**config.mk**
```make
export PLATFORM = sky130hd
export DESIGN_NAME = id_ex_stage_reg
export DESIGN_NICKNAME = d
export VERILOG_FILES = /design/src/rtl/id_ex_stage_reg.sv
export SDC_FILE = /design/constraint.sdc
export NUM_CORES = 1
export LEC_CHECK = 0
export CAP_MARGIN = 40
export CELL_PAD_IN_SITES_DETAIL_PLACEMENT = 1
export CELL_PAD_IN_SITES_GLOBAL_PLACEMENT = 2
export CORE_UTILIZATION = 26
export CTS_BUF_LIST = sky130_fd_sc_hd__clkbuf_16
export DETAILED_ROUTE_END_ITERATION = 16
export PLACE_DENSITY = 0.94
export SYNTH_ARGS = -nofsm -noshare
export SYNTH_HDL_FRONTEND = slang
export SYNTH_SLANG_ARGS = --single-unit
```
**constraint.sdc**
```tcl
create_clock -name clk -period 4.22 [get_ports clk]
set_input_delay 0.422 -clock clk [delete_from_list [all_inputs] [get_ports clk]]
set_output_delay 0.422 -clock clk [all_outputs]
set_load 0.1 [all_outputs]
```
**src/rtl/id_ex_stage_reg.sv**
```systemverilog
// ---------------------------------------------------------------------------
// id_ex_stage_reg
//
// ID/EX pipeline register for the pipelined MIPS core. It captures the
// decode-stage control bits and decoded operands, and presents them to EX one
// cycle later. It also detects load-use hazards, inserts bubbles on flush or
// load-use, and freezes while the downstream stage is holding.
//
// Optional feature: define HAZARD_STATS_EN to build the two 32-bit hazard
// counters. When it is undefined, stat_bubbles and stat_holds read 0 and no
// counter flops are built.
//
// Ports:
//   clk, rst         clock; synchronous active-high reset
//   id_valid         ID slot holds a real instruction
//   id_<ctrl>        decode control bits (RegDst, MemRead, MemtoReg, MemWrite,
//                    ALUSrc, RegWrite, Branch, Jump) and ALUOp
//   id_pc4, id_rs_data, id_rt_data, id_imm, id_rs, id_rt, id_rd, id_funct
//                    decoded operands and register fields
//   flush            squash the instruction entering EX
//   ex_hold          downstream stall; freeze this register
//   stall_o          combinational; IF/ID and PC must hold this cycle
//   ex_*             registered copies presented to EX (ex_dst is the
//                    selected destination register)
//   stat_bubbles     bubbles inserted (flush or load-use)
//   stat_holds       cycles spent frozen by ex_hold
// ---------------------------------------------------------------------------
module id_ex_stage_reg #(
  parameter int DATA_W = 32,
  parameter int REG_AW = 5
) (
  input  logic              clk,
  input  logic              rst,
  input  logic              id_valid,
  input  logic              id_RegDst,
  input  logic              id_MemRead,
  input  logic              id_MemtoReg,
  input  logic              id_MemWrite,
  input  logic              id_ALUSrc,
  input  logic              id_RegWrite,
  input  logic              id_Branch,
  input  logic              id_Jump,
  input  logic [1:0]        id_ALUOp,
  input  logic [DATA_W-1:0] id_pc4,
  input  logic [DATA_W-1:0] id_rs_data,
  input  logic [DATA_W-1:0] id_rt_data,
  input  logic [DATA_W-1:0] id_imm,
  input  logic [REG_AW-1:0] id_rs,
  input  logic [REG_AW-1:0] id_rt,
  input  logic [REG_AW-1:0] id_rd,
  input  logic [5:0]        id_funct,
  input  logic              flush,
  input  logic              ex_hold,
  output logic              stall_o,
  output logic              ex_valid,
  output logic              ex_RegDst,
  output logic              ex_MemRead,
  output logic              ex_MemtoReg,
  output logic              ex_MemWrite,
  output logic              ex_ALUSrc,
  output logic              ex_RegWrite,
  output logic              ex_Branch,
  output logic              ex_Jump,
  output logic [1:0]        ex_ALUOp,
  output logic [DATA_W-1:0] ex_pc4,
  output logic [DATA_W-1:0] ex_rs_data,
  output logic [DATA_W-1:0] ex_rt_data,
  output logic [DATA_W-1:0] ex_imm,
  output logic [REG_AW-1:0] ex_rs,
  output logic [REG_AW-1:0] ex_rt,
  output logic [REG_AW-1:0] ex_dst,
  output logic [5:0]        ex_funct,
  output logic [31:0]       stat_bubbles,
  output logic [31:0]       stat_holds
);

  logic              uses_rt;
  logic              load_use;
  logic              bubble;
  logic              clear;
  logic              load;
  logic [REG_AW-1:0] dst_p0;

  // Only instructions that actually read rt can be hit through rt; an
  // I-type ALU op writes rt and must not stall on it.
  assign uses_rt  = id_RegDst | id_MemWrite | id_Branch;

  assign load_use = ex_valid & ex_MemRead & (ex_dst != '0) & id_valid &
                    ((ex_dst == id_rs) | (uses_rt & (ex_dst == id_rt)));

  // Reported even when flush wins the edge: the front end resolves its own
  // flush-vs-stall priority.
  assign stall_o  = ~rst & (ex_hold | load_use);

  assign bubble   = flush | load_use;
  assign clear    = rst | (~ex_hold & bubble);
  assign load     = ~ex_hold;
  assign dst_p0   = id_RegDst ? id_rd : id_rt;

  // ---- ID -> EX boundary ----
  always_ff @(posedge clk) begin
    if (clear) begin
      ex_valid    <= 1'b0;
      ex_RegDst   <= 1'b0;
      ex_MemRead  <= 1'b0;
      ex_MemtoReg <= 1'b0;
      ex_MemWrite <= 1'b0;
      ex_ALUSrc   <= 1'b0;
      ex_RegWrite <= 1'b0;
      ex_Branch   <= 1'b0;
      ex_Jump     <= 1'b0;
      ex_ALUOp    <= '0;
      ex_pc4      <= '0;
      ex_rs_data  <= '0;
      ex_rt_data  <= '0;
      ex_imm      <= '0;
      ex_rs       <= '0;
      ex_rt       <= '0;
      ex_dst      <= '0;
      ex_funct    <= '0;
    end else if (load) begin
      // Control is gated by id_valid so an empty slot is always a clean bubble.
      ex_valid    <= id_valid;
      ex_RegDst   <= id_RegDst   & id_valid;
      ex_MemRead  <= id_MemRead  & id_valid;
      ex_MemtoReg <= id_MemtoReg & id_valid;
      ex_MemWrite <= id_MemWrite & id_valid;
      ex_ALUSrc   <= id_ALUSrc   & id_valid;
      ex_RegWrite <= id_RegWrite & id_valid;
      ex_Branch   <= id_Branch   & id_valid;
      ex_Jump     <= id_Jump     & id_valid;
      ex_ALUOp    <= id_ALUOp & {2{id_valid}};
      ex_pc4      <= id_pc4;
      ex_rs_data  <= id_rs_data;
      ex_rt_data  <= id_rt_data;
      ex_imm      <= id_imm;
      ex_rs       <= id_rs;
      ex_rt       <= id_rt;
      ex_dst      <= dst_p0;
      ex_funct    <= id_funct;
    end
  end

`ifdef HAZARD_STATS_EN
  logic [31:0] bubbles_q;
  logic [31:0] holds_q;

  always_ff @(posedge clk) begin
    if (rst) begin
      bubbles_q <= '0;
      holds_q   <= '0;
    end else begin
      if (ex_hold)
        holds_q <= holds_q + 32'd1;
      else if (bubble)
        bubbles_q <= bubbles_q + 32'd1;
    end
  end

  assign stat_bubbles = bubbles_q;
  assign stat_holds   = holds_q;
`else
  assign stat_bubbles = '0;
  assign stat_holds   = '0;
`endif

endmodule

```
Word-level counts from Yosys, hierarchy flattened:

Cells that the tools add are included.
W data, S select, Z words.

* register bits after elaboration: 160
* input bits: 164
* output and inout bits: 225
* word-level logic and storage cells: 46

* equality and inequality tests: 2
* mux-type cells: 1
* bitwise gates (word level): 24
* reduce and logical (&&, ||, !) cells: 1

Operator list (number)
* $and A1 B1 Y1: 15
* $eq A5 B5 Y1: 2
* $or A1 B1 Y1: 6
* $mux W5: 1
* $reduce_bool A5 Y1: 1
* $and A2 B2 Y2: 1
* $not A1 Y1: 2

Logic depth before layout (Yosys ltp):

* depth after elaboration: 8
* mapped depth: 8
* mapped depth without buffers: 4

Least setup slack after synthesis:

Ideal clock, no wire load.

* kind: register to output
* start: register ex_dst[0]
* end: output stall_o
* arrival time: 3897 ps
* required time: 3798 ps
* slack: -99 ps
* stages on the path, launching flop included: 5
* cell sequence: dfxtp_1 -> xor2_1 -> nor4_1 -> a22oi_1 -> o31ai_1

* word-level cells in the longest chain between the ends: 6

RTL lines
* start, declared: RTL line 71 `output logic [REG_AW-1:0] ex_dst,`
* start signal, assigned: RTL line 139 `ex_dst <= dst_p0;`
* $eq A5 B5 Y1 / $reduce_bool A5 Y1 (equally long branches): RTL line 89, 88
* $and A1 B1 Y1 (on tied branches): RTL line 89, 88
* $or A1 B1 Y1 / $and A1 B1 Y1 (equally long branches): RTL line 89, 88
* $and A1 B1 Y1 *: RTL line 88 `assign load_use = ex_valid & ex_MemRead & (ex_dst != '0) & id_valid &`
* $or A1 B1 Y1 *: RTL line 93 `assign stall_o = ~rst & (ex_hold | load_use);`
* $and A1 B1 Y1 *: RTL line 93
* end, declared: RTL line 54 `output logic stall_o,`

Mark *: on every way between the ends. The rest lies on a longest branch, timed or not.

Worst setup path after layout:

* start: input id_RegDst
* end: output stall_o

* word-level cells in the longest chain between the ends: 7

RTL lines
* start, declared: RTL line 35 `input logic id_RegDst,`
* $or A1 B1 Y1 (2 in a row): RTL line 86 `assign uses_rt = id_RegDst | id_MemWrite | id_Branch;`
* $and A1 B1 Y1: RTL line 89 `((ex_dst == id_rs) | (uses_rt & (ex_dst == id_rt)));`
* $or A1 B1 Y1: RTL line 89
* $and A1 B1 Y1: RTL line 88
* $or A1 B1 Y1: RTL line 93
* $and A1 B1 Y1: RTL line 93

Every way passes these cells.

==> flow_summary.rst <==
.. list-table::
   :header-rows: 1

   * - Metric
     - Value
   * - Number of max-capacitance violations reported
     - 0
   * - Starting Density
     - 0.2649
   * - Final cell count without fillers
     - about 1500
   * - Worst path buffer plus inverter count
     - 2
   * - Most Crowded Layer GR
     - met2
   * - Power per standard cell area
     - 354.1 nW/um2
   * - RSZ-0062 raised after global routing
     - false
   * - Period minus WS final
     - between 2 and 3 ns
   * - Global-route track usage on met3
     - 0.04134
   * - Synthesis-stage register bit count
     - 160
   * - Yosys warning total
     - 0
   * - Most instantiated flip-flop cell in the synthesis netlist
     - dfxtp_1
   * - Highest Clock Rate
     - 0.3354 GHz
   * - Category of the critical setup timing path
     - in -> out
   * - Length of the first detailed-routing pass in iterations
     - 4
   * - Latest clock arrival within the worst-skew pair
     - between 0.4 and 0.5 ns
   * - Overflow left after global routing
     - 0
   * - Count of nets left with antenna violations after detail routing
     - 0
   * - Synth cell count leaders
     - dfxtp_1, mux2i_1, a211oi_2
   * - Maximum number of pins on one net before global-route repair
     - between 100 and 150
   * - Routability congestion estimate
     - 0.7318
   * - Number of cell instances on the worst register-to-register path
     - 5
   * - Endpoints failing hold
     - 0
   * - Cell with the most instances after synthesis
     - dfxtp_1
   * - Status
     - completed
   * - Slowest cell on the critical path
     - clkdlybuf4s50_1
   * - Worst max-slew margin expressed relative to the limit
     - 0.3898
   * - Number of synthesized flops with an enable pin
     - 0
   * - Die X
     - around 170 um
   * - Sinks on the clock net
     - 160
   * - Clock Root Buffer
     - clkbuf_16
   * - Worst Hold Path Cells
     - 2
   * - Mean cell area of the mapped netlist
     - roughly 12 um2
   * - Clock tree buffer depth
     - 2
   * - Count of distinct cell types in the synthesized netlist
     - 23
   * - Levels on crit path
     - 6
   * - Starting DRT DRC Count
     - roughly 310
   * - IO buf count
     - between 300 and 400
   * - Worst hold-check path type
     - in -> reg
   * - Pin slew with the least headroom to its limit
     - a little over 0.9 ns
   * - Post-CTS sizing
     - 0
   * - Leakage
     - roughly 5.8 nW
   * - Data arrival time of the worst path
     - roughly 2.6 ns
   * - Top cells by area, synth
     - dfxtp_1, mux2i_1, a211oi_2, buf_4, a211oi_1
   * - Global Route met2 Usage
     - 0.4017
   * - Cell accounting for the most synthesized area
     - dfxtp_1
   * - Element type at the critical path end
     - primary output
   * - Count of standard-cell rows
     - 62
   * - Setup violation total in the final timing report
     - 0
   * - Initial antenna violation count
     - 2
   * - Final critical-path share of the clock period
     - 0.7065
   * - Slowest cell delay on critical path
     - between 0.7 and 0.8 ns
   * - Data required, critical path
     - ~3.8 ns
   * - Number of slew-limit violations in the final report
     - 0
   * - Via count of the first global-routing pass
     - a little under 8000
   * - DRC violations left
     - 0
   * - Total setup buffers inserted after CTS
     - 0
   * - # nets final
     - between 1000 and 1500
   * - Netlist area before placement
     - 7604 um2
   * - Reg clk slew, reported paths
     - around 0.070 ns
   * - Number of instances in the synthesized netlist
     - ~650
   * - Sum of net half-perimeters after detailed placement
     - ~24 mm
   * - Area grow syn2layout
     - 93.48%
   * - Family with the most delay on the worst path
     - buffers and inverters
   * - Layout cells sized above 1
     - 0.2807
   * - Tot GR Track Use
     - 0.2090
   * - Number of placed I/O pins
     - 389
   * - Sequential area share after synthesis
     - 0.4213
   * - Die extent in y
     - about 170 um
   * - Largest fanout on the critical path
     - 7
   * - CTS Buf Count
     - 17
   * - Max rail drop VDD
     - ~0.00024 V
   * - Internal reg-to-reg setup slack
     - 1.78 ns
   * - Drt via density
     - roughly 4.6
   * - Post-route core utilization
     - 0.5126
   * - Core Footprint
     - around 29000 um2
   * - Skew final
     - 0.009340 ns
   * - Number of placed instances with taps included
     - 1460
   * - Hold-fix buffer count after cts
     - 0
   * - Routed wire length
     - between 30 and 40 mm
   * - Async SR Flop Fraction
     - 0
   * - Setup_tns
     - 0 ns
   * - Floorplan die area
     - around 30000 um2
   * - Average detailed-routed wire length per instance
     - approximately 21 um
   * - Routed vias
     - between 6000 and 7000
   * - Post-synth top area share
     - 0.4213
   * - Sort of element at the start of the critical path
     - input port
   * - Worst path cell trace
     - clkdlybuf4s50_1 > nor3_1 > nor4_1 > a22oi_1 > o31ai_2 > buf_12
   * - TritonCTS clock tree
     - done
   * - Met1 global-route usage
     - 0.2146
   * - H-tree Lvls
     - 4
   * - Global-route wire length before repair
     - between 40 and 50 mm
## flip-flops by register name, indices dropped and copies added (netlist names)
| register | flops |
|---|---|
| ex_valid | 1 |
| ex_rt | 5 |
| ex_MemtoReg | 1 |
| ex_RegWrite | 1 |
| ex_MemWrite | 1 |
| ex_dst | 5 |
| ex_Jump | 1 |
| ex_pc4 | 32 |
| ex_ALUSrc | 1 |
| ex_rs_data | 32 |
| ex_imm | 32 |
| ex_rt_data | 32 |
| ex_Branch | 1 |
| ex_ALUOp | 2 |
| ex_rs | 5 |
| ex_RegDst | 1 |
| ex_funct | 6 |
| ex_MemRead | 1 |
## metal layers
metal | vias to the layer above | share of wire
li1 | 3198 | -
met1 | 3369 | 0.36
met2 | 267 | 0.56
met3 | 58 | 0.044
met4 | 0 | 0.036
met5 | - | 0
## through the flow
| step | setup WS [ns] | hold slack, ns | cell area, um2 | total power [W] |
|---|---|---|---|---|
| 3_3_place_gp | 1.235 | 0.5255 | 10890 | 0.003295 |
| 3_5_place_dp | 1.097 | 0.5348 | 14140 | 0.003734 |
| 5_1_grt | 1.120 | 0.5147 | 14710 | 0.005402 |
| 2_1_floorplan | 0.7605 | 0.6401 | 7845 | 0.002938 |
| 4_1_cts | 1.235 | 0.4944 | 14700 | 0.005270 |
| 6_report | 1.239 | 0.5185 | 14710 | 0.005210 |
## kinds of logic after synthesis
| kind of cell | share of synthesized area |
|---|---|
| compound gates | 0.2440 |
| flops | 0.4213 |
| mux | 0.1961 |
| buf+inv | 0.1183 |
| simple gates | 0.008230 |
| xor+xnor | 0.01152 |
| other cells | 0.0004932 |
## cell usage in the layout (no fill, tap or decap), types with 2 or more instances in the layout
master / n
buf_8: 94
buf_4: 7
mux2i_1: 149
clkdlybuf4s50_1: 321
inv_6: 3
clkinvlp_4: 3
clkbuf_16: 17
a211oi_2: 100
a211oi_1: 60
nor2_1: 7
xor2_1: 10
clkinv_4: 4
a21oi_1: 6
diode_2: 3
buf_12: 8
a22oi_1: 11
conb_1: 64
inv_1: 3
dfxtp_1: 160
buf_16: 67
nor3_1: 2
## final timing paths
check,from,endpoint
min,rst,ex_rs_data[30]$_SDFFE_PP0N_
max reg2reg,ex_dst[0]$_SDFFE_PP0N_,ex_rt_data[15]$_SDFFE_PP0N_
min reg2reg,ex_rs[0]$_SDFFE_PP0N_,ex_rs[0]$_SDFFE_PP0N_
max,id_RegDst,stall_o
## layout make-up
type / instances / area [um2]
Antenna cell: 3 / 7.507
Clock buffer: 17 / 425.4
Clock inverter: 15 / 137.6
Fill cell: 2898 / 13990
Inverter: 1 / 3.754
Multi-Input combinational cell: 417 / 3761
Sequential cell: 160 / 3203
Tap cell: 384 / 480.5
Timing Repair Buffer: 498 / 6693
## power breakdown
group,switching (W),internal [W]
clock network,0.000693,0.000821
registers,0.0000589,0.00160
logic,0.00130,0.000740
total,0.00205,0.00316
Note: power is estimated with default switching activity, not from simulation.
